==> config.mk <==
export PLATFORM = sky130hd
export DESIGN_NAME = ram_req_queue
export DESIGN_NICKNAME = d
export VERILOG_FILES = /design/src/rtl/ram_req_pkg.sv /design/src/rtl/ram_req_fifo.sv /design/src/rtl/ram_req_queue.sv
export SDC_FILE = /design/constraint.sdc
export NUM_CORES = 1
export LEC_CHECK = 0
export ABC_AREA = 1
export CAP_MARGIN = 0
export CORE_ASPECT_RATIO = 1.2
export CORE_MARGIN = 5
export CORE_UTILIZATION = 32
export CTS_CLUSTER_DIAMETER = 30
export DETAILED_ROUTE_END_ITERATION = 8
export REMOVE_ABC_BUFFERS = 1
export SYNTH_ARGS = -nofsm -noshare
export SYNTH_HDL_FRONTEND = slang
export SYNTH_SLANG_ARGS = --single-unit
==> constraint.sdc <==
create_clock -name clk -period 10.1 [get_ports clk]
set_clock_uncertainty 0.2 [all_clocks]
set_input_delay 2.525 -clock clk [delete_from_list [all_inputs] [get_ports clk]]
set_output_delay 2.525 -clock clk [all_outputs]
set_load 0.1 [all_outputs]
==> src/rtl/ram_req_pkg.sv <==
// ram_req_pkg
// Shared types for the RAMsim_DPI request front-end: the buffered request
// record, the issue FSM state encoding, the address/data widths the request
// record is built from, and a helper that forms the response data word.
package ram_req_pkg;

  localparam int REQ_ADDR_W = 64;
  localparam int REQ_DATA_W = 64;

  typedef struct packed {
    logic                  we;
    logic [REQ_ADDR_W-1:0] addr;
    logic [REQ_DATA_W-1:0] wdata;
  } req_t;

  typedef enum logic [1:0] {
    ST_IDLE  = 2'd0,
    ST_ISSUE = 2'd1,
    ST_WAIT  = 2'd2,
    ST_RESP  = 2'd3
  } state_t;

  // Writes return an all-zero data word; reads return what the RAM delivered.
  function automatic logic [REQ_DATA_W-1:0] rsp_data_sel(
    input logic                  we,
    input logic [REQ_DATA_W-1:0] rdata
  );
    logic [REQ_DATA_W-1:0] res;
    if (we) begin
      res = {REQ_DATA_W{1'b0}};
    end else begin
      res = rdata;
    end
    return res;
  endfunction

endpackage

==> src/rtl/ram_req_fifo.sv <==
// ram_req_fifo
// In-order synchronous FIFO of req_t records. Pointers are log2(DEPTH) bits
// and wrap naturally; a separate count distinguishes full from empty.
// Ports:
//   clk, rst        clock, synchronous active-high reset
//   push, din       write an entry (ignored when full)
//   pop, dout       drop the head entry (ignored when empty); dout shows head
//   full, empty     occupancy flags from the registered count
//   count           registered number of stored entries
module ram_req_fifo
  import ram_req_pkg::*;
#(
  parameter int DEPTH = 4
) (
  input  logic                     clk,
  input  logic                     rst,
  input  logic                     push,
  input  req_t                     din,
  input  logic                     pop,
  output req_t                     dout,
  output logic                     full,
  output logic                     empty,
  output logic [$clog2(DEPTH):0]   count
);

  localparam int PTR_W = $clog2(DEPTH);
  localparam int CNT_W = PTR_W + 1;
  localparam logic [PTR_W-1:0] PTR_ONE = PTR_W'(1'b1);
  localparam logic [CNT_W-1:0] CNT_ONE = CNT_W'(1'b1);

  req_t             mem_q [DEPTH];
  logic [PTR_W-1:0] wr_ptr_q, wr_ptr_d;
  logic [PTR_W-1:0] rd_ptr_q, rd_ptr_d;
  logic [CNT_W-1:0] count_q, count_d;
  logic             do_push_s;
  logic             do_pop_s;

  assign full      = (count_q == CNT_W'(DEPTH));
  assign empty     = (count_q == {CNT_W{1'b0}});
  assign count     = count_q;
  assign dout      = mem_q[rd_ptr_q];
  assign do_push_s = push & ~full;
  assign do_pop_s  = pop & ~empty;

  // Next pointer and occupancy; simultaneous push and pop leave count unchanged.
  always_comb begin
    wr_ptr_d = wr_ptr_q;
    rd_ptr_d = rd_ptr_q;
    count_d  = count_q;
    if (do_push_s) begin
      wr_ptr_d = wr_ptr_q + PTR_ONE;
    end else begin
      wr_ptr_d = wr_ptr_q;
    end
    if (do_pop_s) begin
      rd_ptr_d = rd_ptr_q + PTR_ONE;
    end else begin
      rd_ptr_d = rd_ptr_q;
    end
    case ({do_push_s, do_pop_s})
      2'b10:   count_d = count_q + CNT_ONE;
      2'b01:   count_d = count_q - CNT_ONE;
      default: count_d = count_q;
    endcase
  end

  // Pointer and count registers.
  always_ff @(posedge clk) begin
    if (rst) begin
      wr_ptr_q <= {PTR_W{1'b0}};
      rd_ptr_q <= {PTR_W{1'b0}};
      count_q  <= {CNT_W{1'b0}};
    end else begin
      wr_ptr_q <= wr_ptr_d;
      rd_ptr_q <= rd_ptr_d;
      count_q  <= count_d;
    end
  end

  // Entry storage; not reset because the count decides which entries are live.
  always_ff @(posedge clk) begin
    if (do_push_s) begin
      mem_q[wr_ptr_q] <= din;
    end
  end

endmodule

==> src/rtl/ram_req_queue.sv <==
// ram_req_queue
// Request front-end for RAMsim_DPI. Buffers core requests in an in-order FIFO,
// issues them one at a time to the RAM read or write port, waits for the
// matching finish and returns one registered response per request, in order.
// Optional feature macro: RAM_REQ_TIMEOUT_EN -- when defined, a wait longer
// than TIMEOUT cycles ends the request with rsp_err=1 and all-ones data.
// Ports:
//   clk, rst                          clock, synchronous active-high reset
//   req_valid/req_ready/req_we/
//   req_addr/req_wdata                core request channel
//   rsp_valid/rsp_ready/rsp_we/
//   rsp_rdata/rsp_err                 core response channel (registered)
//   ram_rvalid/ram_raddr              RAM read issue (registered)
//   ram_wvalid/ram_waddr/ram_wdata    RAM write issue (registered)
//   ram_readReady/ram_writeReady      RAM accepts an issue
//   ram_readfin/ram_writefin/ram_rdata RAM completion and read data
module ram_req_queue
  import ram_req_pkg::*;
#(
  parameter int DEPTH   = 4,
  parameter int ADDR_W  = 64,
  parameter int DATA_W  = 64,
  parameter int TIMEOUT = 256
) (
  input  logic              clk,
  input  logic              rst,
  input  logic              req_valid,
  output logic              req_ready,
  input  logic              req_we,
  input  logic [ADDR_W-1:0] req_addr,
  input  logic [DATA_W-1:0] req_wdata,
  output logic              rsp_valid,
  input  logic              rsp_ready,
  output logic              rsp_we,
  output logic [DATA_W-1:0] rsp_rdata,
  output logic              rsp_err,
  output logic              ram_rvalid,
  output logic              ram_wvalid,
  output logic [ADDR_W-1:0] ram_raddr,
  output logic [ADDR_W-1:0] ram_waddr,
  output logic [DATA_W-1:0] ram_wdata,
  input  logic              ram_readReady,
  input  logic              ram_writeReady,
  input  logic              ram_readfin,
  input  logic              ram_writefin,
  input  logic [DATA_W-1:0] ram_rdata
);

  localparam int CNT_W = $clog2(DEPTH) + 1;

  // The request record is built from the package widths, so the port widths
  // must agree with them.
  if (ADDR_W != REQ_ADDR_W || DATA_W != REQ_DATA_W || DEPTH < 2 ||
      (DEPTH & (DEPTH - 1)) != 0 || TIMEOUT < 1) begin : g_param_check
    $error("ram_req_queue: unsupported parameter set");
  end

  state_t            state_q, state_d;
  logic              cur_we_q, cur_we_d;
  logic              ram_rvalid_q, ram_rvalid_d;
  logic              ram_wvalid_q, ram_wvalid_d;
  logic [ADDR_W-1:0] ram_raddr_q, ram_raddr_d;
  logic [ADDR_W-1:0] ram_waddr_q, ram_waddr_d;
  logic [DATA_W-1:0] ram_wdata_q, ram_wdata_d;
  logic              rsp_valid_q, rsp_valid_d;
  logic              rsp_we_q, rsp_we_d;
  logic [DATA_W-1:0] rsp_rdata_q, rsp_rdata_d;

  req_t              push_rec_s;
  req_t              head_s;
  logic              fifo_full_s;
  logic              fifo_empty_s;
  logic [CNT_W-1:0]  fifo_count_s;
  logic              fifo_pop_s;
  logic              ready_hit_s;
  logic              fin_hit_s;
  logic              timeout_s;

`ifdef RAM_REQ_TIMEOUT_EN
  localparam int TMR_W = $clog2(TIMEOUT + 1);
  localparam logic [TMR_W-1:0] TMR_ONE = TMR_W'(1'b1);
  logic [TMR_W-1:0] timer_q, timer_d;
  logic             rsp_err_q, rsp_err_d;
  assign timeout_s = (timer_q == TMR_W'(TIMEOUT));
  assign rsp_err   = rsp_err_q;
`else
  assign timeout_s = 1'b0;
  assign rsp_err   = 1'b0;
`endif

  assign push_rec_s = '{we: req_we, addr: req_addr, wdata: req_wdata};
  assign req_ready  = (fifo_count_s != CNT_W'(DEPTH));

  ram_req_fifo #(.DEPTH(DEPTH)) u_fifo (
    .clk   (clk),
    .rst   (rst),
    .push  (req_valid & ~fifo_full_s),
    .din   (push_rec_s),
    .pop   (fifo_pop_s),
    .dout  (head_s),
    .full  (fifo_full_s),
    .empty (fifo_empty_s),
    .count (fifo_count_s)
  );

  // Only the port matching the working request's direction is watched.
  assign ready_hit_s = cur_we_q ? ram_writeReady : ram_readReady;
  assign fin_hit_s   = cur_we_q ? ram_writefin   : ram_readfin;

  // Issue FSM next state, RAM-side issue registers and response registers.
  always_comb begin
    state_d      = state_q;
    cur_we_d     = cur_we_q;
    ram_rvalid_d = ram_rvalid_q;
    ram_wvalid_d = ram_wvalid_q;
    ram_raddr_d  = ram_raddr_q;
    ram_waddr_d  = ram_waddr_q;
    ram_wdata_d  = ram_wdata_q;
    rsp_valid_d  = rsp_valid_q;
    rsp_we_d     = rsp_we_q;
    rsp_rdata_d  = rsp_rdata_q;
    fifo_pop_s   = 1'b0;
`ifdef RAM_REQ_TIMEOUT_EN
    timer_d      = timer_q;
    rsp_err_d    = rsp_err_q;
`endif
    case (state_q)
      ST_IDLE: begin
        if (!fifo_empty_s) begin
          fifo_pop_s   = 1'b1;
          cur_we_d     = head_s.we;
          ram_rvalid_d = ~head_s.we;
          ram_wvalid_d = head_s.we;
          state_d      = ST_ISSUE;
`ifdef RAM_REQ_TIMEOUT_EN
          timer_d      = {TMR_W{1'b0}};
`endif
          if (head_s.we) begin
            ram_waddr_d = head_s.addr;
            ram_wdata_d = head_s.wdata;
          end else begin
            ram_raddr_d = head_s.addr;
          end
        end else begin
          state_d = ST_IDLE;
        end
      end
      ST_ISSUE, ST_WAIT: begin
`ifdef RAM_REQ_TIMEOUT_EN
        timer_d = timer_q + TMR_ONE;
`endif
        // In WAIT the ready is irrelevant; only the finish matters.
        if ((state_q == ST_WAIT || ready_hit_s) && fin_hit_s) begin
          ram_rvalid_d = 1'b0;
          ram_wvalid_d = 1'b0;
          rsp_valid_d  = 1'b1;
          rsp_we_d     = cur_we_q;
          rsp_rdata_d  = rsp_data_sel(cur_we_q, ram_rdata);
          state_d      = ST_RESP;
`ifdef RAM_REQ_TIMEOUT_EN
          rsp_err_d    = 1'b0;
`endif
        end else if (state_q == ST_ISSUE && ready_hit_s) begin
          ram_rvalid_d = 1'b0;
          ram_wvalid_d = 1'b0;
          state_d      = ST_WAIT;
        end else if (timeout_s) begin
          ram_rvalid_d = 1'b0;
          ram_wvalid_d = 1'b0;
          rsp_valid_d  = 1'b1;
          rsp_we_d     = cur_we_q;
          rsp_rdata_d  = {DATA_W{1'b1}};
          state_d      = ST_RESP;
`ifdef RAM_REQ_TIMEOUT_EN
          rsp_err_d    = 1'b1;
`endif
        end else begin
          state_d = state_q;
        end
      end
      ST_RESP: begin
        if (rsp_ready) begin
          rsp_valid_d = 1'b0;
          state_d     = ST_IDLE;
        end else begin
          state_d = ST_RESP;
        end
      end
      default: begin
        state_d = ST_IDLE;
      end
    endcase
  end

  // FSM and output registers; reset abandons any in-flight RAM transaction.
  always_ff @(posedge clk) begin
    if (rst) begin
      state_q      <= ST_IDLE;
      cur_we_q     <= 1'b0;
      ram_rvalid_q <= 1'b0;
      ram_wvalid_q <= 1'b0;
      ram_raddr_q  <= {ADDR_W{1'b0}};
      ram_waddr_q  <= {ADDR_W{1'b0}};
      ram_wdata_q  <= {DATA_W{1'b0}};
      rsp_valid_q  <= 1'b0;
      rsp_we_q     <= 1'b0;
      rsp_rdata_q  <= {DATA_W{1'b0}};
`ifdef RAM_REQ_TIMEOUT_EN
      timer_q      <= {TMR_W{1'b0}};
      rsp_err_q    <= 1'b0;
`endif
    end else begin
      state_q      <= state_d;
      cur_we_q     <= cur_we_d;
      ram_rvalid_q <= ram_rvalid_d;
      ram_wvalid_q <= ram_wvalid_d;
      ram_raddr_q  <= ram_raddr_d;
      ram_waddr_q  <= ram_waddr_d;
      ram_wdata_q  <= ram_wdata_d;
      rsp_valid_q  <= rsp_valid_d;
      rsp_we_q     <= rsp_we_d;
      rsp_rdata_q  <= rsp_rdata_d;
`ifdef RAM_REQ_TIMEOUT_EN
      timer_q      <= timer_d;
      rsp_err_q    <= rsp_err_d;
`endif
    end
  end

  assign ram_rvalid = ram_rvalid_q;
  assign ram_wvalid = ram_wvalid_q;
  assign ram_raddr  = ram_raddr_q;
  assign ram_waddr  = ram_waddr_q;
  assign ram_wdata  = ram_wdata_q;
  assign rsp_valid  = rsp_valid_q;
  assign rsp_we     = rsp_we_q;
  assign rsp_rdata  = rsp_rdata_q;

endmodule

==> results.md, run 1 <==
* Status: completed
* Routability cong. at 0.758
* RSZ-0062 raised after global routing: false
* First-pass GRT wire length at 122 mm
* DRT Pass-1 Iters at 5
* Hold_sp: u_fifo.rd_ptr_q[1]$_SDFFE_PP0P_
* Final Routed Wirelength at 80.0 mm
* Root Buffer: clkbuf_16
* Period utilization at 51.6%
* Nets at 3210
* I/O pin count at 463
* Port bufs at 461
* #FFs+latches synth at 788
* Initial antenna violation count at 18
* Final Cell Area at 0.0394 mm²
* Reg2Reg Setup Slack at 6270 ps
* Power Total at 0.0147 W
* Proportion of synthesized chip area in sequential cells at 72.7%
* Core ar. at 0.0893 mm²
* Post CTS Setup Buffer Count at 0
* Clock-pin slew on the worst setup and hold paths at 50 ps
* Pwr/cell area at 373 mW/mm²
* Fill count at 8194
* Synth-to-layout area growth at 36.8%
* Setup-failing EPs final at 0
* Avg Inst Size Synth at 11.4 µm²
* Vias per cell at 4.77
* Hold Crit Depth at 2
* LEAKAGE at 14.0 nW
* R2R depth at 7
* Die Width at 284 µm
* Residual DRC count at 0
* GRT Resource Usage Total at 16.2%
* ANT nets after route at 0
* HP Class: register to register
* Share of cells above drive strength 1 at 9.19%
* Final core occ at 44.1%
* Buf/Inv on CP at 2
* Tmin final at 5210 ps
* Total Die Area at 0.0961 mm²
* Longest Clk Path Bufs at 3
* CTS buffer count at 145
* Cell variety after synth at 26
* Max IR drop VDD at 288 µV
* Netlist Area Pre-Place at 0.0288 mm²
* Initial drt markers at 1100
* Htree depth at 4
* Commonest non-fill, non-tap cell in the layout: nor2_1
* Max Cap Viol at 0
* Most frequent cells in the layout: 521 x nor2_1, 516 x edfxtp_1, 459 x clkdlybuf4s50_1
* GR Overflow Total at 0
* Cts repair resizes at 0
* WS Path Type: register to primary output
* Synth warn at 0
* Max-slew violations at 0
* Critical path data required time at 7380 ps
* DIE HEIGHT at 339 µm
* Slowest stage delay, CP at 1180 ps
* Hold Buf Count CTS at 0
* Crit path DAT at 2490 ps
* Largest delay share family, worst path: buffers and inverters
* Hold Vio Cnt, Final at 0
* Cell Chain, Critical Path: inv_1, nand3_1, clkdlybuf4s50_1
* Worst path slowest cell: clkdlybuf4s50_1
* Critical path capture point type: primary output
* Max Freq at 192 MHz
* Hold slack at 258 ps
* End of the worst register-to-register path: ram_raddr[18]$_SDFFE_PP0P_
* Gate Count Post-Synth at 2533
* Actual slew at the worst max-slew pin at 1090 ps
* Slew headroom at 26.9%
* Avg WL per Cell at 18.6 µm
* Placed Area at 0.0343 mm²
* Detail Placement HPWL at 46.2 mm
* Starting Density at 32.2%
* Via count at 20500
* Vias in the first global route at 20300
* Crit-path max FO at 3
* CTS sink count at 788
* Clock Latency Late Sink at 710 ps
* Setup tns final at 0 ps
* CP Launch Type: register
* CTS tree: done
* Site row count at 120
* Largest net degree at the start of global routing at 128
sequential cells by signal, indices dropped and copies added (netlist names), named ones only:
name             cells
rsp_valid            1
ram_rvalid           1
ram_wvalid           1
rsp_rdata           64
state_q              2
ram_waddr           64
u_fifo.rd_ptr_q      2
rsp_we               1
ram_wdata           64
ram_raddr           64
u_fifo.count         3
cur_we_q             1
u_fifo.mem_q       516
u_fifo.wr_ptr_q      2
cells by family (layout without fill, tap and decap cells):
logic type / Yosys count / in the layout / synth area share, %
AND/OR/NAND/NOR: 899 / 899 / 12.1
flip-flops: 788 / 788 / 72.7
AO/OA/AOI/OAI: 628 / 628 / 11.4
buffers and inverters: 206 / 795 / 3.23
adder cells (fa/ha/maj): 11 / 11 / 0.504
other: 1 / 10 / 0.0130
cell usage after synthesis, drive strengths merged:
| cell | instances | area share [%] |
|---|---|---|
| nand4 | 1 | 0.022 |
| conb | 1 | 0.013 |
| clkbuf | 86 | 1.1 |
| o21ai | 382 | 6.6 |
| ha | 10 | 0.43 |
| inv | 37 | 0.48 |
| a211oi | 1 | 0.026 |
| dfxtp | 272 | 19 |
| edfxtp | 516 | 54 |
| buf | 83 | 1.6 |
| nand3 | 64 | 1.2 |
| fa | 1 | 0.070 |
| o211ai | 10 | 0.26 |
| o22ai | 91 | 2.0 |
| nand2 | 307 | 4.0 |
| nor2 | 527 | 6.9 |
| a21oi | 144 | 2.5 |
how the worst max path moves through the flow:
stage | start | to | slack, ps | depth (start not counted)
after global routing | u_fifo.count[1]$_SDFFE_PP0P_ | req_ready | 4810 | 3
after CTS | u_fifo.count[1]$_SDFFE_PP0P_ | req_ready | 4800 | 3
after global placement | req_valid | u_fifo.mem_q[0][31]$_DFFE_PP_ | 4500 | 4
after floorplan | register | ram_waddr[11]$_SDFFE_PP0P_ | -1830 | 8
after detailed placement | req_valid | u_fifo.mem_q[0][101]$_DFFE_PP_ | 4460 | 4
final | u_fifo.count[1]$_SDFFE_PP0P_ | req_ready | 4890 | 3
worst reg2reg max path, stage by stage (launching register included):
cell and delay [ps]:
dfxtp_4 510, inv_8 530, buf_4 900, buf_4 670, o21ai_0 200, o22ai_1 480, nor2_1 150, nor2_1 120
area by class of cell:
cell class | count | area (µm²) | share of cell area (%)
clock inverters | 90 | 1090 | 2.77
repair buffers | 487 | 4800 | 12.2
clock buffers | 181 | 3960 | 10.0
multi-input cells | 1539 | 6970 | 17.7
flip-flops and latches | 788 | 20900 | 53.2
well taps | 1159 | 1450 | 3.68
inverters | 37 | 160 | 0.406
diodes | 9 | 22.5 | 0.0572
stage by stage:
step | instances | setup WS, ps
2_1_floorplan | 2364 | -1830
3_5_place_dp | 4010 | 4460
6_report | 4290 | 4890
4_1_cts | 4281 | 4800
5_1_grt | 4288 | 4810
3_3_place_gp | 4010 | 4500
where the power goes:
| group | internal, W | total (W) | switching [W] |
|---|---|---|---|
| clock network | 0.00315 | 0.00484 | 0.00169 |
| registers | 0.00405 | 0.00433 | 0.000282 |
| logic | 0.00117 | 0.00553 | 0.00437 |
| total | 0.00837 | 0.0147 | 0.00634 |
routing by layer:
layer / vias to the layer above / GRT usage (%) / part of all wire, %
met3: 137 / 5.37 / 7.5
met2: 646 / 26.5 / 47
met1: 9851 / 20.0 / 42
li1: 9833 / - / -
met4: 10 / 5.89 / 2.7
met5: - / 0 / 0.10
Power figures use the tool's default switching activity.
==> inputs of run 2 (changes only) <==
==> constraint.sdc (replaced) <==
create_clock -name clk -period 4.6 [get_ports clk]
set_clock_uncertainty 0.2 [all_clocks]
set_input_delay 1.15 -clock clk [delete_from_list [all_inputs] [get_ports clk]]
set_output_delay 1.15 -clock clk [all_outputs]
set_load 0.1 [all_outputs]
==> results.md, run 2 (synthesis results as in run 1) <==
* DRT Pass-1 Iters at 5
* Actual slew at the worst max-slew pin at 1120 ps
* Port bufs at 461
* Vias per cell at 4.77
* WS Path Type: register to primary output
* Fill count at 8120
* Max Cap Viol at 0
* Period utilization at 82.8%
* Max-slew violations at 0
* Residual DRC count at 0
* Status: completed
* Longest Clk Path Bufs at 3
* Slew headroom at 25.2%
* Final Cell Area at 0.0397 mm²
* Total Die Area at 0.0961 mm²
* CP Launch Type: register
* Post CTS Setup Buffer Count at 0
* CTS tree: done
* Nets at 3213
* Most flop-heavy register: u_fifo.mem_q
* Via count at 20500
* Final cell count without fillers at 4294
* Setup-failing EPs final at 0
* Starting Density at 32.2%
* Largest net degree at the start of global routing at 97
* Max IR drop VDD at 834 µV
* Hold Vio Cnt, Final at 0
* Die Width at 284 µm
* DIE HEIGHT at 339 µm
* CTS buffer count at 145
* ANT nets after route at 0
* CTS sink count at 788
* I/O pin count at 463
* Routability cong. at 0.766
* Share of cells above drive strength 1 at 9.70%
* Synth-to-layout area growth at 38.0%
* Final Routed Wirelength at 81.4 mm
* Max Freq at 263 MHz
* Crit path DAT at 2460 ps
* Cts repair resizes at 0
* Vias in the first global route at 20400
* Most frequent cells in the layout: 521 x nor2_1, 516 x edfxtp_1, 458 x clkdlybuf4s50_1
* First-pass GRT wire length at 123 mm
* Clock-pin slew on the worst setup and hold paths at 50 ps
* Max FFs per register at 516
* Detail Placement HPWL at 47.6 mm
* Placed Area at 0.0345 mm²
* Critical path data required time at 3250 ps
* Hold Buf Count CTS at 0
* Initial drt markers at 1131
* LEAKAGE at 14.1 nW
* Placed Cells at 4013
* Commonest non-fill, non-tap cell in the layout: nor2_1
* RSZ-0062 raised after global routing: false
* GRT Resource Usage Total at 16.4%
* Tmin final at 3810 ps
* HP Class: register to register
* Crit-path max FO at 5
* Pwr/cell area at 826 mW/mm²
* Root Buffer: clkbuf_16
* Critical path capture point type: primary output
* Avg WL per Cell at 19.0 µm
* GR Overflow Total at 0
* Htree depth at 4
* Clock Latency Late Sink at 710 ps
* Core ar. at 0.0893 mm²
* Initial antenna violation count at 22
* Site row count at 120
## run 2: cell types whose count changed in the layout (fill, tap and decap cells not counted), sizes merged
| cell | before | now |
|---|---|---|
| buf | 28 | 32 |
| bufinv | 13 | 20 |
| clkbuf | 181 | 169 |
| clkdlybuf4s50 | 459 | 458 |
| clkinv | 58 | 42 |
| clkinvlp | 10 | 11 |
| diode | 9 | 12 |
| inv | 46 | 64 |
## run 2: per-stage QoR
step	setup WS, ps	total power [W]	setup TNS [ps]	utilization [%]	hold slack (ps)
6_report	792	0.0328	0	44.5	256
5_1_grt	690	0.0343	0	44.5	263
4_1_cts	700	0.0332	0	44.4	257
3_5_place_dp	1050	0.0220	0	38.6	245
3_3_place_gp	1000	0.0219	0	38.6	239
2_1_floorplan	-7330	0.0184	-2945360	-	240
## run 2: metal layers
layer | part of all wire [%] | track usage [%] | wire, µm | vias to the layer above
met5 | 0.12 | 0 | 101 | -
met4 | 2.6 | 5.86 | 2110 | 16
met3 | 7.5 | 5.57 | 6130 | 157
met2 | 48 | 27.3 | 39100 | 641
met1 | 42 | 20.0 | 34000 | 9795
li1 | - | - | - | 9859
## run 2: area by class of cell
class                      count  area [µm²]  share of cell area [%]
clock inverter               100        1330                    3.34
tap                         1159        1450                    3.65
sequential                   788       20900                    52.7
clock buffer                 169        3880                    9.77
inverter                      37         160                   0.403
timing repair buffer         490        4960                    12.5
antenna                       12        30.0                  0.0756
multi-input combinational   1539        6970                    17.5
## run 2: worst max-delay path, stage by stage, from the launching register on
cell and delay (ps):
dfxtp_1 300, inv_1 90, nand3_1 170, clkdlybuf4s50_1 1180
## run 2: path summary, 6_finish.rpt
kind	depth (start not counted)	end	start	slack, ps
setup reg to reg	9	ram_raddr[27]$_SDFFE_PP0P_	register	1150
setup / recovery	3	req_ready	u_fifo.count[0]$_SDFFE_PP0P_	790
hold / removal	2	rsp_we$_SDFFE_PP0P_	rsp_we$_SDFFE_PP0P_	260
hold reg to reg	2	rsp_we$_SDFFE_PP0P_	rsp_we$_SDFFE_PP0P_	260
## run 2: report_power, final
part / internal (W) / switching (W) / total, W / leakage [nW]
Combinational: 0.00262 / 0.00965 / 0.0123 / 4.65
Sequential: 0.00888 / 0.000591 / 0.00948 / 6.96
Clock: 0.00729 / 0.00380 / 0.0111 / 2.53
